==> src/rtl/issue_ctrl_if.sv <==
// Decode/execute/writeback signals seen by the issue controller, plus the
// instruction-id encodings shared by the decoder and the controller.
package issue_ctrl_pkg;
  // Mirrors the core's decoded instruction-id table.
  localparam logic [6:0] I_BUBBLE  = 7'd0;
  localparam logic [6:0] I_INVALID = 7'd1;
  localparam logic [6:0] I_ADD     = 7'd2;
  localparam logic [6:0] I_SUB     = 7'd3;
  localparam logic [6:0] I_ADDI    = 7'd4;
  localparam logic [6:0] I_LW      = 7'd5;
  localparam logic [6:0] I_SW      = 7'd6;
  localparam logic [6:0] I_BEQ     = 7'd7;
  localparam logic [6:0] I_JAL     = 7'd8;
  localparam logic [6:0] I_MUL     = 7'd16;
  localparam logic [6:0] I_MULH    = 7'd17;
  localparam logic [6:0] I_MULHSU  = 7'd18;
  localparam logic [6:0] I_MULHU   = 7'd19;
  localparam logic [6:0] I_MULW    = 7'd20;
  localparam logic [6:0] I_DIV     = 7'd24;
  localparam logic [6:0] I_DIVU    = 7'd25;
  localparam logic [6:0] I_REM     = 7'd26;
  localparam logic [6:0] I_REMU    = 7'd27;
  localparam logic [6:0] I_DIVW    = 7'd28;
  localparam logic [6:0] I_DIVUW   = 7'd29;
  localparam logic [6:0] I_REMW    = 7'd30;
  localparam logic [6:0] I_REMUW   = 7'd31;
endpackage

interface issue_ctrl_if;
  logic        id_valid;
  logic [6:0]  id_instr_id;
  logic [4:0]  id_rs1;
  logic [4:0]  id_rs2;
  logic [4:0]  id_rd;
  logic        id_reg_w;
  logic        br_taken;
  logic        wb_valid;
  logic [4:0]  wb_rd;
  logic        issue;
  logic        stall;
  logic        flush;
  logic        md_start;
  logic        md_busy;
  logic        md_done;
  logic        illegal;
  logic [31:0] pending;

  modport master (
    output id_valid, id_instr_id, id_rs1, id_rs2, id_rd, id_reg_w,
           br_taken, wb_valid, wb_rd,
    input  issue, stall, flush, md_start, md_busy, md_done, illegal, pending
  );

  modport slave (
    input  id_valid, id_instr_id, id_rs1, id_rs2, id_rd, id_reg_w,
           br_taken, wb_valid, wb_rd,
    output issue, stall, flush, md_start, md_busy, md_done, illegal, pending
  );
endinterface

==> src/rtl/issue_ctrl.sv <==
// Decode-to-execute issue controller: register-write scoreboard, mul/div
// busy sequencing, and branch/illegal squash of the decode slot.
module issue_ctrl
  import issue_ctrl_pkg::*;
#(
  parameter int unsigned MUL_LAT = 3,
  parameter int unsigned DIV_LAT = 64
) (
  input logic         clk,
  input logic         rst_n,
  issue_ctrl_if.slave bus
);

  localparam int unsigned LAT_MAX = (MUL_LAT > DIV_LAT) ? MUL_LAT : DIV_LAT;
  localparam int unsigned CNT_W   = $clog2(LAT_MAX + 1);
  localparam logic [CNT_W-1:0] MUL_CNT = CNT_W'(MUL_LAT - 1);
  localparam logic [CNT_W-1:0] DIV_CNT = CNT_W'(DIV_LAT - 1);

  typedef enum logic [1:0] {MD_IDLE, MD_MUL, MD_DIV} md_state_e;

  md_state_e        state_q;
  logic [CNT_W-1:0] cnt_q;
  logic             md_busy_q;
  logic             md_done_q;
  logic             illegal_q;
  logic             illegal_d;
  logic [31:0]      pending_q;
  logic [31:0]      pending_d;
  logic [31:0]      set_vec;
  logic [31:0]      clr_vec;
  logic             is_mul;
  logic             is_div;
  logic             is_bubble;
  logic             is_illegal;
  logic             hazard;
  logic             issue;
  logic             stall;
  logic             flush;

  assign is_mul = bus.id_instr_id inside {I_MUL, I_MULH, I_MULHSU, I_MULHU, I_MULW};
  assign is_div = bus.id_instr_id inside {I_DIV, I_DIVU, I_REM, I_REMU,
                                          I_DIVW, I_DIVUW, I_REMW, I_REMUW};
  assign is_bubble  = (bus.id_instr_id == I_BUBBLE);
  assign is_illegal = (bus.id_instr_id == I_INVALID);

  // Registered pending only: a register retiring this cycle unblocks next cycle.
  assign hazard = (pending_q[bus.id_rs1] && (bus.id_rs1 != 5'd0))
               || (pending_q[bus.id_rs2] && (bus.id_rs2 != 5'd0))
               || (bus.id_reg_w && (bus.id_rd != 5'd0) && pending_q[bus.id_rd]);

  always_comb begin
    // NOTE: every output gets a default first so no path leaves it unassigned (no latch).
    issue     = 1'b0;
    stall     = 1'b0;
    flush     = 1'b0;
    illegal_d = 1'b0;
    if (state_q != MD_IDLE) begin
      stall = bus.id_valid;
    end else if (bus.br_taken) begin
      flush = 1'b1;
    end else if (bus.id_valid && is_illegal) begin
      flush     = 1'b1;
      illegal_d = 1'b1;
    end else if (bus.id_valid && hazard) begin
      stall = 1'b1;
    end else begin
      issue = bus.id_valid && !is_bubble;
    end
  end

  always_comb begin
    set_vec = '0;
    clr_vec = '0;
    if (issue && bus.id_reg_w && (bus.id_rd != 5'd0)) set_vec[bus.id_rd] = 1'b1;
    if (bus.wb_valid) clr_vec[bus.wb_rd] = 1'b1;
    // Set is OR-ed in last so it wins over a same-cycle clear.
    pending_d = (pending_q & ~clr_vec) | set_vec;
  end

  always_ff @(posedge clk or negedge rst_n) begin
    // NOTE: sequential state uses non-blocking assignments so all flops update together.
    if (!rst_n) begin
      pending_q <= '0;
      illegal_q <= 1'b0;
    end else begin
      pending_q <= pending_d;
      illegal_q <= illegal_d;
    end
  end

  // md_done is registered, so it is raised on the step that loads cnt==0.
  always_ff @(posedge clk or negedge rst_n) begin
    if (!rst_n) begin
      state_q   <= MD_IDLE;
      cnt_q     <= '0;
      md_busy_q <= 1'b0;
      md_done_q <= 1'b0;
    end else begin
      case (state_q)
        MD_IDLE: begin
          if (issue && is_mul) begin
            state_q   <= MD_MUL;
            cnt_q     <= MUL_CNT;
            md_busy_q <= 1'b1;
            md_done_q <= (MUL_CNT == '0);
          end else if (issue && is_div) begin
            state_q   <= MD_DIV;
            cnt_q     <= DIV_CNT;
            md_busy_q <= 1'b1;
            md_done_q <= (DIV_CNT == '0);
          end else begin
            md_busy_q <= 1'b0;
            md_done_q <= 1'b0;
          end
        end
        MD_MUL, MD_DIV: begin
          if (cnt_q == '0) begin
            state_q   <= MD_IDLE;
            md_busy_q <= 1'b0;
            md_done_q <= 1'b0;
          end else begin
            cnt_q     <= cnt_q - 1'b1;
            md_done_q <= (cnt_q == CNT_W'(1));
          end
        end
        default: begin
          state_q   <= MD_IDLE;
          md_busy_q <= 1'b0;
          md_done_q <= 1'b0;
        end
      endcase
    end
  end

  assign bus.issue    = issue;
  assign bus.stall    = stall;
  assign bus.flush    = flush;
  assign bus.md_start = issue && (is_mul || is_div);
  assign bus.md_busy  = md_busy_q;
  assign bus.md_done  = md_done_q;
  assign bus.illegal  = illegal_q;
  assign bus.pending  = pending_q;

endmodule

==> src/flat_wrapper.sv <==
// flat-port wrapper written by rule: the top's interface ports become plain ports
module issue_ctrl_flat import issue_ctrl_pkg::*;
#(
  parameter int unsigned MUL_LAT = 3,
  parameter int unsigned DIV_LAT = 64
)
  (clk, rst_n, bus_id_valid, bus_id_instr_id, bus_id_rs1, bus_id_rs2, bus_id_rd, bus_id_reg_w, bus_br_taken, bus_wb_valid, bus_wb_rd, bus_issue, bus_stall, bus_flush, bus_md_start, bus_md_busy, bus_md_done, bus_illegal, bus_pending);
  issue_ctrl_if bus_i ();
  input logic clk;
  input logic rst_n;
  input wire logic [$bits(bus_i.id_valid)-1:0] bus_id_valid;
  input wire logic [$bits(bus_i.id_instr_id)-1:0] bus_id_instr_id;
  input wire logic [$bits(bus_i.id_rs1)-1:0] bus_id_rs1;
  input wire logic [$bits(bus_i.id_rs2)-1:0] bus_id_rs2;
  input wire logic [$bits(bus_i.id_rd)-1:0] bus_id_rd;
  input wire logic [$bits(bus_i.id_reg_w)-1:0] bus_id_reg_w;
  input wire logic [$bits(bus_i.br_taken)-1:0] bus_br_taken;
  input wire logic [$bits(bus_i.wb_valid)-1:0] bus_wb_valid;
  input wire logic [$bits(bus_i.wb_rd)-1:0] bus_wb_rd;
  output wire logic [$bits(bus_i.issue)-1:0] bus_issue;
  output wire logic [$bits(bus_i.stall)-1:0] bus_stall;
  output wire logic [$bits(bus_i.flush)-1:0] bus_flush;
  output wire logic [$bits(bus_i.md_start)-1:0] bus_md_start;
  output wire logic [$bits(bus_i.md_busy)-1:0] bus_md_busy;
  output wire logic [$bits(bus_i.md_done)-1:0] bus_md_done;
  output wire logic [$bits(bus_i.illegal)-1:0] bus_illegal;
  output wire logic [$bits(bus_i.pending)-1:0] bus_pending;
  assign bus_i.id_valid = bus_id_valid;
  assign bus_i.id_instr_id = bus_id_instr_id;
  assign bus_i.id_rs1 = bus_id_rs1;
  assign bus_i.id_rs2 = bus_id_rs2;
  assign bus_i.id_rd = bus_id_rd;
  assign bus_i.id_reg_w = bus_id_reg_w;
  assign bus_i.br_taken = bus_br_taken;
  assign bus_i.wb_valid = bus_wb_valid;
  assign bus_i.wb_rd = bus_wb_rd;
  assign bus_issue = bus_i.issue;
  assign bus_stall = bus_i.stall;
  assign bus_flush = bus_i.flush;
  assign bus_md_start = bus_i.md_start;
  assign bus_md_busy = bus_i.md_busy;
  assign bus_md_done = bus_i.md_done;
  assign bus_illegal = bus_i.illegal;
  assign bus_pending = bus_i.pending;
  issue_ctrl #(.MUL_LAT(MUL_LAT), .DIV_LAT(DIV_LAT)) u_core (.clk(clk), .rst_n(rst_n), .bus(bus_i));
endmodule
==> config.mk <==
export PLATFORM = sky130hd
export DESIGN_NAME = issue_ctrl_flat
export DESIGN_NICKNAME = d
export VERILOG_FILES = /design/src/rtl/issue_ctrl_if.sv /design/src/rtl/issue_ctrl.sv /design/src/flat_wrapper.sv
export SDC_FILE = /design/constraint.sdc
export NUM_CORES = 1
export LEC_CHECK = 0
export CAP_MARGIN = 10
export CORE_MARGIN = 5
export CORE_UTILIZATION = 60
export DETAILED_ROUTE_END_ITERATION = 12
export DONT_BUFFER_PORTS = 1
export HOLD_SLACK_MARGIN = 0.1
export PLACE_DENSITY = 0.76
export SYNTH_ARGS = -nofsm -noshare
export SYNTH_HDL_FRONTEND = slang
export SYNTH_SLANG_ARGS = --single-unit
==> constraint.sdc <==
create_clock -name clk -period 12.7 [get_ports clk]
set_clock_uncertainty 0.05 [all_clocks]
set_input_delay 3.81 -clock clk [delete_from_list [all_inputs] [get_ports clk]]
set_output_delay 3.81 -clock clk [all_outputs]
set_load 0.02 [all_outputs]
## After elaboration in Yosys (flattened, before gate mapping)

Cells that the tools add are included.

- Bits of input ports: 33
- Word-level logic and storage cells: 106
- Output and inout port bits: 39
- Register bits after elaboration: 44

- Add/sub/neg operators: 1
- Reduce and logical (&&, ||, !) cells: 31
- Muxes and demuxes: 39
- Bitwise operators: 3
- Equality and inequality tests: 20
- $lt $le $gt $ge: 6

Operator list:

| kind | number |
|---|---|
| $eq 7x5->1 const B | 13 |
| $mux 32 | 2 |
| $and 32x32->32 | 1 |
| $not 32->32 | 1 |
| $or 32x32->32 | 1 |
| $lt 5x6->1 const B | 4 |
| $mux 1 | 23 |
| $mux 7 | 3 |
| $reduce_bool 5->1 | 4 |
| $bmux 1 s5 | 3 |
| $eq 7x1->1 const B | 2 |
| $logic_and 1x1->1 | 14 |
| $logic_not 7->1 | 2 |
| $pmux 7 s2 | 1 |
| $demux 1 s5 | 2 |
| $ge 5x1->1 const B | 2 |
| $reduce_bool 8->1 | 1 |
| $sub 7x1->7 const B | 1 |
| $mux 2 | 3 |
| $pmux 2 s2 | 1 |
| $reduce_bool 2->1 | 2 |
| $logic_or 1x1->1 | 3 |
| $ne 3x1->1 const B | 1 |
| $reduce_and 3->1 | 1 |
| 9 further kinds | 9 |

## Depth between registers and ports, before layout

Gate-level depths: netlist of run 1.

- Depth in word-level cells: 14
- Gate-level depth with buffers: 10

## Worst setup path before layout of run 1

OpenSTA, ideal clock, no wires.

- Path kind: input to output
- From: input bus_id_rd[0]
- To: output bus_issue
- Setup slack: 3.052 ns
- Stages on the path: 10
- Arrival time: 5.788 ns
- Buffers on the path: 3
- Cells stage by stage: buf_2 -> buf_2 -> mux2i_1 -> o22ai_1 -> a32oi_1 -> nand4_1 -> a211oi_4 -> nand3_2 -> clkbuf_1 -> inv_1

- Word-level cells in the longest chain between the ends: 9
- Elaborated cells on any way between the ends: 11
- Classes of those cells: mux (6); reduce/logical (5)

Ends and longest elaborated chain:

| element | line | text |
|---|---|---|
| start: declaration | flat_wrapper.sv:15 | `input wire logic [$bits(bus_i.id_rd)-1:0] bus_id_rd;` |
| $bmux 1 s5 / $reduce_bool 5->1 (equally long branches) | issue_ctrl.sv:49 | `\|\| (bus.id_reg_w && (bus.id_rd != 5'd0) && pending_q[bus.id_rd]);` |
| $mux 1 (not written as such) / $logic_and 1x1->1 (equally long branches) | issue_ctrl.sv:49 |  |
| $logic_and 1x1->1 (*) | issue_ctrl.sv:49 |  |
| $logic_or 1x1->1 (*) | issue_ctrl.sv:49 |  |
| $logic_and 1x1->1 (*) | issue_ctrl.sv:64 | `end else if (bus.id_valid && hazard) begin` |
| $mux 1 (*) | issue_ctrl.sv:64 |  |
| $mux 1 (*) | issue_ctrl.sv:61 | `end else if (bus.id_valid && is_illegal) begin` |
| $mux 1 (*) | issue_ctrl.sv:59 | `end else if (bus.br_taken) begin` |
| $mux 1 (*) | issue_ctrl.sv:57 | `if (state_q != MD_IDLE) begin` |
| end: declaration | flat_wrapper.sv:20 | `output wire logic [$bits(bus_i.issue)-1:0] bus_issue;` |

Every way passes the cells marked *; elsewhere a longest branch is shown, timed or not. The select of a mux whose other input is x is not followed.

## Final worst setup path of run 1

- From: input bus_id_rs1[0]
- To: output bus_issue

- Word-level cells in the longest chain between the ends: 10
- Elaborated cells on any way between the ends: 11
- Classes of those cells: mux (6); reduce/logical (5)

Ends and longest elaborated chain:

| element | line | text |
|---|---|---|
| start: declaration | flat_wrapper.sv:13 | `input wire logic [$bits(bus_i.id_rs1)-1:0] bus_id_rs1;` |
| $bmux 1 s5 | issue_ctrl.sv:47 | `assign hazard = (pending_q[bus.id_rs1] && (bus.id_rs1 != 5'd0))` |
| $mux 1 (not written as such) | issue_ctrl.sv:47 |  |
| $logic_and 1x1->1 (*) | issue_ctrl.sv:47 |  |
| $logic_or 1x1->1 (*) | issue_ctrl.sv:48 | `\|\| (pending_q[bus.id_rs2] && (bus.id_rs2 != 5'd0))` |
| $logic_or 1x1->1 (*) | issue_ctrl.sv:49 |  |
| $logic_and 1x1->1 (*) | issue_ctrl.sv:64 |  |
| $mux 1 (*) | issue_ctrl.sv:64 |  |
| $mux 1 (*) | issue_ctrl.sv:61 |  |
| $mux 1 (*) | issue_ctrl.sv:59 |  |
| $mux 1 (*) | issue_ctrl.sv:57 |  |

Marked as above.

==> results of run 1 <==
## final cells by class
cell class,instances,area [µm²],area share (%)
Clock buffer,5,68.82,2.124
Inverter,10,37.54,1.158
Sequential cell,44,1101,33.98
Clock inverter,1,30.03,0.9266
Multi-Input combinational cell,244,1916,59.11
Tap cell,70,87.58,2.703
## metal layers
metal	global-route usage (%)	wire, µm	share of wire [%]
met5	0	0	0
met4	11.63	212	2.4
met3	8.785	1048	12
met2	42.71	4324	48
met1	34.52	3402	38
## flip-flops by register name, indices dropped and copies added (netlist names)
name and count:
u_core.bus.pending 32, u_core.bus.illegal 1, u_core.state_q 2, u_core.bus.md_done 1, u_core.bus.md_busy 1, u_core.cnt_q 7
## synthesized netlist by cell type (all sizes together), types with 4 or more instances
| master | instances | area, µm² |
|---|---|---|
| nand2 | 15 | 56.30 |
| or2 | 5 | 31.28 |
| clkbuf | 13 | 48.80 |
| o31a | 4 | 35.03 |
| o41ai | 16 | 140.1 |
| o21ai | 35 | 175.2 |
| nand2b | 8 | 50.05 |
| mux2i | 24 | 240.2 |
| a31oi | 4 | 25.02 |
| buf | 6 | 30.03 |
| or3b | 4 | 35.03 |
| nand3b | 8 | 60.06 |
| mux4 | 11 | 247.7 |
| mux2 | 6 | 67.56 |
| nand3 | 9 | 50.05 |
| or3 | 6 | 37.54 |
| a22o | 4 | 35.03 |
| o31ai | 17 | 127.6 |
| inv | 9 | 33.78 |
| ha | 5 | 62.56 |
| dfrtp | 44 | 1101 |
| nor2 | 13 | 51.30 |
## critical path, delay by kind of cell
kind / cells / cell delay [ps]
compound gates: 3 / 590
buf+inv: 1 / 420
mux: 2 / 750
simple gates: 1 / 620
## cell families after synthesis
group | after synthesis | synth area share [%]
DFF | 44 | 35.14
AOI/OAI and AO/OA | 115 | 26.40
muxes | 41 | 17.73
buffers and inverters | 29 | 3.714
and+or+nand+nor | 83 | 15.02
adders and majority gates | 5 | 1.997
## report_power, final
group / internal (mW) / switching, mW
sequential: 0.161 / 0.0417
clock: 0.0565 / 0.0460
combinational: 0.0539 / 0.0576
## worst paths after layout
check,startpoint,to,slack (ps),cells past startpoint
setup / recovery,bus_id_rs1[0],bus_issue,2640,7
hold / removal,u_core.cnt_q[5],u_core.cnt_q[5],450,1
setup reg to reg,u_core.bus.pending[30],u_core.bus.pending[8],9350,7
hold reg to reg,u_core.cnt_q[5],u_core.cnt_q[5],450,1
max in group asynchronous,rst_n,u_core.bus.pending[4],9360,0
min in group asynchronous,rst_n,u_core.bus.pending[24],3150,0
==> results.cfg, run 1 <==
[outcome]
status = complete, no violations

[sta]
worst_slack_ps = 2640
worstMarginPinSlew_ps = 724.9
final.period_utilization_pct = 79.22
rsz0062_at_grt = false
relSlewSlack_pct = 51.38
fin_crit_ps = 10060
worst_hold_slack_ps = 453.3
setup_tns_ps = 0
hold_viol = 0
finalSetupViolCount = 0
maxSlewViolCount = 0
fmax_mhz = 99.40

[routing]
drt_iter0_drc = 430
routed-via-count = 2769
ant_nets = 0
drt_first_pass_iters = 5
wl_per_cell_um = 24.03
vias_per_cell = 7.404
drc_errors = 0
routed_wl_mm = 8.987

[grt]
grt_max_degree = 45
track_usage_pct = 27.25
grt_pass1_wl_mm = 13.86
grt_pass1_vias = 2595
antenna_found_initial = 0
overflow = 0

[die]
pin_count = 72
dieArea_um2 = 6767
rows = 26
fp.coreArea_um2 = 5075
die_h_um = 82.26
start_util_pct = 61.74
die_w_um = 82.26

[layout]
syn_to_final_growth_pct = 3.435
final_cell_mix = 44 x dfrtp_1, 35 x o21ai_0, 24 x mux2i_1
stdcell_count = 374
fill_cells = 427
final_common_cell = dfrtp_1
diodes = 0
design_area_um2 = 3241
drive_above_1_share_pct = 12.17
utilization_pct = 63.86
nets = 343

[critical_path]
worstPathCellList = mux4_2 > mux2_2 > a21boi_1 > a2bb2oi_1 > a211oi_4 > nand3_2 > inv_1
crit_type = primary input to output port
cp_slowest_cell = nand3_2
worstPathArrival_ps = 6200
startpoint_type = primary input
slowest_delay_ps = 620
crit_required_ps = 8840
cp-end-kind = output port
path_max_fanout = 32

[power]
power.leakage_nw = 1.319
vdd_drop_max_v = 0.00008154
power_uw = 416.3
powerDensity_nw_per_um2 = 128.5

[worst_hold_path]
hp-class = flop to flop

[synth]
syn_nets = 355
ys.flop_type = dfrtp_1
synth-seq-cells = 44
synth_cells = 317
syn_area_per_cell_um2 = 9.883
synthArstFlopShare_pct = 100.0
yosysSeqAreaShare_pct = 35.14
synth_edf_count = 0
yosysWarnings = 0
syn_area_um2 = 3133
synthDistinctLibCells = 54

[placed_design]
place_ws_ps = 2709
port-buffer-count = 0
dp_hpwl_mm = 6.421
finalWeightedCongestion = 0.9040
dpl_cell_area_um2 = 3142
dp.cells = 368

[clocking]
cts_buffer_depth = 2
postCtsSetupBuffers = 0
htreeDepth = 2
cts.sinks = 44
hold_buffers = 0
clkTransAtPathRegs_ps = 70
numCtsBuffers = 5
root_buffer = clkbuf_8
cts_tree = built
clk_latency_ps = 300
cts_resized = 0

[flow_run]
maxCapViolCount = 0
Note: power is estimated with default switching activity, not from simulation.
==> run 2: changes to the inputs <==
--- a/config.mk
+++ b/config.mk
@@ -5,6 +5,7 @@
 export SDC_FILE = /design/constraint.sdc
 export NUM_CORES = 1
 export LEC_CHECK = 0
+export ABC_AREA = 1
 export CAP_MARGIN = 10
 export CORE_MARGIN = 5
 export CORE_UTILIZATION = 60
==> constraint.sdc (replaced) <==
create_clock -name clk -period 9.9 [get_ports clk]
set_clock_uncertainty 0.05 [all_clocks]
set_input_delay 2.97 -clock clk [delete_from_list [all_inputs] [get_ports clk]]
set_output_delay 2.97 -clock clk [all_outputs]
set_load 0.02 [all_outputs]
==> run 2 against run 1 <==
  * Sequential share of layout area decreased by 2.8 points
  * Non-clock buffer count increased by 1
  * Global-route usage increased by 0.82 points
  * Combinational power increased by 110%
  * Critical endpoint is now bus_md_start
==> results.cfg, run 2 <==
[synth]
yosysWarnings = 0
ys.flop_type = dfrtp_1
synth_cells = 530
syn_nets = 568
yosysSeqAreaShare_pct = 31.53
synth_edf_count = 0
yosysTopAreaCell = dfrtp_1
ys_top_cells_by_area = dfrtp_1 32%, nand2_1 20%, nand3_1 9.9%
synth-seq-cells = 44
synth_top_area_share_pct = 31.53
synthDistinctLibCells = 30
synth_common_cells = 188 x nand2_1, 69 x nand3_1, 47 x inv_1
synthArstFlopShare_pct = 100.0
syn_area_per_cell_um2 = 6.589
synth_most_common_cell = nand2_1
syn_area_um2 = 3492

[critical_path]
crit_top_cell = nand2_1
crit_type = primary input to output port
cp_slowest_cell = nor2_2
worstPathCellList = inv_2 > nor2_2 > nand2_1 > nand4_1 > nand2_1 > nand2_1 > nor2_1 > nand2_2 > nand2_4 > nand3_1 > inv_2 > o21ai_0 > inv_1
path_max_fanout = 16
reg2reg_slack_ps = 7540
startpoint_type = primary input
slowest_delay_ps = 570
crit_required_ps = 6880
path_buf_inv = 3
worstPathArrival_ps = 4660
critical_path.top_delay_family = simple AND/OR/NAND/NOR gates
cp-end-kind = output port

[placed_design]
place_ws_ps = 2295
dp_hpwl_mm = 7.585
port-buffer-count = 0
finalWeightedCongestion = 0.8899
dp.cells = 587
dpl_cell_area_um2 = 3460

[grt]
track_usage_pct = 28.07
grt_max_degree = 45
grt_pass1_vias = 3322
overflow = 0
antenna_found_initial = 0
grt_pass1_wl_mm = 16.82

[sta]
hold_viol = 0
rsz0062_at_grt = false
fin_crit_ps = 7676
relSlewSlack_pct = 43.71
maxSlewViolCount = 0
final.period_utilization_pct = 77.53
finalSetupViolCount = 0
worst_hold_slack_ps = 471.0
fmax_mhz = 130.3
worst_slack_ps = 2224
setup_tns_ps = 0
worstMarginPinSlew_ps = 837.9

[power]
clkPwrFrac_pct = 17.8
sw_frac_of_total_pct = 44.02
power.leakage_nw = 1.754
p_int_uw = 336.2
powerDensity_nw_per_um2 = 169.8
vdd_drop_max_v = 0.0001302
power_uw = 600.6
p_sw_uw = 264.4
combPwrFrac_pct = 38.3
seqPwrFrac_pct = 43.9

[die]
fp.coreArea_um2 = 5574
pin_count = 72
die_w_um = 86.29
rows = 27
dieArea_um2 = 7446
start_util_pct = 62.65
die_h_um = 86.29

[clocking]
clkTransAtPathRegs_ps = 70
cts_resized = 0
cts_buffer_depth = 2
numCtsBuffers = 5
htreeDepth = 2
clk_latency_ps = 290
cts.sinks = 44
cts_tree = built
hold_buffers = 0
root_buffer = clkbuf_8
postCtsSetupBuffers = 0

[layout]
final_common_cell = nand2_1
design_area_um2 = 3537
diodes = 0
nets = 560
largest_reg_flops = 32
stdcell_count = 594
utilization_pct = 63.46
drive_above_1_share_pct = 12.84
fill_cells = 530
syn_to_final_growth_pct = 1.290
final_cell_mix = 188 x nand2_1, 69 x nand3_1, 47 x inv_1

[routing]
routed_wl_mm = 10.12
drc_errors = 0
vias_per_cell = 6.062
drt_first_pass_iters = 5
wl_per_cell_um = 17.03
routed-via-count = 3601
drt_iter0_drc = 428
ant_nets = 0

[flow_run]
maxCapViolCount = 0

[outcome]
status = complete, no violations

[worst_hold_path]
hp-class = flop to flop
## run 2: changes by cell type after synthesis, sizes merged, moves of 17 or more
| cell | previous run | this run |
|---|---|---|
| o21ai | 35 | 65 |
| mux2i | 24 | 0 |
| nand3 | 9 | 70 |
| nor2 | 13 | 31 |
| o31ai | 17 | 0 |
| nand2 | 15 | 194 |
| inv | 9 | 60 |
## run 2: cells by family after synthesis
kind of cell	count (synthesis)	share of synthesized area, %
AO/OA/AOI/OAI	80	15.01
XOR/XNOR	4	1.003
adder cells (fa/ha/maj)	5	1.791
buffers and inverters	77	10.32
flip-flops	44	31.53
AND/OR/NAND/NOR	320	40.34
## run 2: tightest hold or removal path, stage by stage, from the launching register on
cell     delay (ps)
dfrtp_1         380
nand2_1          60
nand2_1          50
## run 2: final cells by class
type,instances,area (µm²),area share [%]
clock buffer,6,72.57,2.052
clock inverter,1,5.005,0.1415
inverter,61,230.2,6.509
multi-input combinational,409,2031,57.41
sequential,44,1101,31.13
tap,72,90.09,2.547
timing repair buffer,1,7.507,0.2122
## run 2: path summary, 6_finish.rpt
path                                       start  cells after the start                endpoint
max                                 bus_id_rd[1]                     13            bus_md_start
min                              u_core.cnt_q[1]                      2         u_core.cnt_q[1]
max reg2reg                u_core.bus.pending[5]                     15  u_core.bus.pending[31]
min reg2reg                      u_core.cnt_q[1]                      2         u_core.cnt_q[1]
max in group asynchronous                  rst_n                      0   u_core.bus.pending[4]
min in group asynchronous                  rst_n                      0  u_core.bus.pending[25]
## run 2: layer usage
metal	up-vias	wire, µm	GRT usage, %
met5	-	0	0
met4	0	231	8.782
met3	27	1278	8.365
met2	224	4329	39.73
met1	1651	4278	41.00
li1	1699	-	-
## run 2: power groups by stage
stage / combinational, mW / sequential, mW / clock, mW
3_5_place_dp: 0.228 / 0.266 / 0
3_3_place_gp: 0.223 / 0.265 / 0
2_1_floorplan: 0.195 / 0.253 / 0
5_1_grt: 0.269 / 0.267 / 0.115
4_1_cts: 0.229 / 0.262 / 0.108
6_report: 0.230 / 0.263 / 0.107
==> run 3: changes to the inputs <==
--- a/config.mk
+++ b/config.mk
@@ -8,7 +8,7 @@
 export ABC_AREA = 1
 export CAP_MARGIN = 10
 export CORE_MARGIN = 5
-export CORE_UTILIZATION = 60
+export CORE_UTILIZATION = 58
 export DETAILED_ROUTE_END_ITERATION = 12
 export DONT_BUFFER_PORTS = 1
 export HOLD_SLACK_MARGIN = 0.1
==> constraint.sdc (replaced) <==
create_clock -name clk -period 6.1 [get_ports clk]
set_clock_uncertainty 0.05 [all_clocks]
set_input_delay 1.83 -clock clk [delete_from_list [all_inputs] [get_ports clk]]
set_output_delay 1.83 -clock clk [all_outputs]
set_load 0.02 [all_outputs]
==> run 3 against run 2 <==
  * Cell area up 0.96%
  * Power up 63%
  * Sequential share of layout area down 0.29 points
  * Global-route usage down 1.3 points
  * Largest cell class unchanged
  * Non-clock buffer count up 4
==> results.cfg, run 3 (synthesized netlist as in run 2, its figures left out) <==
[clocking]
cts.sinks = 44
root_buffer = clkbuf_8
htreeDepth = 2
clkTransAtPathRegs_ps = 80
cts_resized = 0
hold_buffers = 0
numCtsBuffers = 5
cts_buffer_depth = 2
postCtsSetupBuffers = 0
cts_tree = built
clk_latency_ps = 300

[power]
vdd_drop_max_v = 0.0001915
powerDensity_nw_per_um2 = 274.4
power.leakage_nw = 1.776

[critical_path]
reg2reg_from = u_core.bus.pending[27]
cp-end-kind = output port
crit_top_cell = nand2_1
path_max_fanout = 16
cp_slowest_cell = nor2_2
worstPathCellList = inv_2 > nor2_2 > a21oi_1 > nand2_1 > nand2_1 > nand2_1 > nor2_1 > nand2_2 > nand2_4 > nand3_1 > inv_2 > o21ai_0 > inv_1
slowest_delay_ps = 550
crit_type = primary input to output port
worstPathArrival_ps = 3460
startpoint_type = primary input
startpoint = bus_id_rd[1]
worstRegToRegCells = 13
crit_required_ps = 4220

[routing]
drt_first_pass_iters = 5
ant_nets = 0
vias_per_cell = 5.955
routed_wl_mm = 9.981
drc_errors = 0
routed-via-count = 3579
wl_per_cell_um = 16.61
drt_iter0_drc = 405

[die]
dieArea_um2 = 7673
die_h_um = 87.60
rows = 28
start_util_pct = 59.33
fp.coreArea_um2 = 5886
pin_count = 72
die_w_um = 87.60

[layout]
stdcell_count = 601
seqCellArea_um2 = 1101
nets = 564
fill_cells = 584
multi_input_area_um2 = 2031
final_common_cell = nand2_1
drive_above_1_share_pct = 13.50
syn_to_final_growth_pct = 2.257
largest_reg_flops = 32
final_cell_mix = 188 x nand2_1, 69 x nand3_1, 47 x inv_1
diodes = 0

[sta]
final.period_utilization_pct = 87.54
fmax_mhz = 187.3
maxSlewViolCount = 0
fin_crit_ps = 5340
rsz0062_at_grt = false
relSlewSlack_pct = 50.21
finalSetupViolCount = 0
worstMarginPinSlew_ps = 741.1
setup_tns_ps = 0
hold_viol = 0

[grt]
antenna_found_initial = 0
track_usage_pct = 26.75
grt_max_degree = 45
overflow = 0
grt_pass1_wl_mm = 16.15
grt_pass1_vias = 3344

[outcome]
status = complete, no violations

[placed_design]
dp.cells = 594
port-buffer-count = 0
finalWeightedCongestion = 0.8899
dp_hpwl_mm = 7.569

[flow_run]
maxCapViolCount = 0

[worst_hold_path]
hp-start = u_core.cnt_q[0]
hp-class = flop to flop
hold_depth = 2
run 3: area by class of cell:
class,instances,share of cell area [%]
multi-input combinational,409,56.87
sequential,44,30.83
inverter,61,6.447
tap,75,2.628
clock buffer,6,2.032
timing repair buffer,5,1.051
clock inverter,1,0.1402
run 3: worst paths after layout:
kind	end	slack [ps]
min in group asynchronous	u_core.bus.pending[14]	1160
setup / recovery	bus_md_start	760
hold reg to reg	u_core.cnt_q[0]	460
max in group asynchronous	u_core.cnt_q[0]	4740
setup reg to reg	u_core.bus.pending[31]	3730
hold / removal	u_core.cnt_q[0]	460
run 3: worst max-delay path, delay by kind of cell:
family                 cells  cell delay (ps)
AND/OR/NAND/NOR            8             1120
AO/OA/AOI/OAI              2              230
buffers and inverters      3              280
run 3: metal layers:
metal	part of all wire (%)	vias up	wire, µm	track usage [%]
met5	0	-	0	0
met1	42	1650	4170	35.66
met4	2.8	0	283	12.13
li1	-	1705	-	-
met2	44	201	4356	40.68
met3	12	23	1170	7.150
run 3: through the flow:
stage               setup WS [ps]  utilization (%)  instance area (µm²)  hold WS (ps)  power (mW)
finish                      759.8            60.67                 3571         455.6      0.9799
global route                560.7            60.67                 3571         496.8       1.053
CTS                         795.4            60.67                 3571         459.6      0.9774
detailed placement          801.4            59.35                 3493         441.5      0.8052
global placement            845.3            59.35                 3493         442.9      0.7921
floorplan                   975.2                -                 3492         414.2      0.7279
run 3: report_power, final:
part | switching, mW | internal, mW | total, mW | leakage, nW
Sequential | 0.0846 | 0.341 | 0.426 | 0.592
Combinational | 0.248 | 0.128 | 0.376 | 1.14
Clock | 0.100 | 0.0781 | 0.178 | 0.0410
Total | 0.433 | 0.547 | 0.980 | 1.78
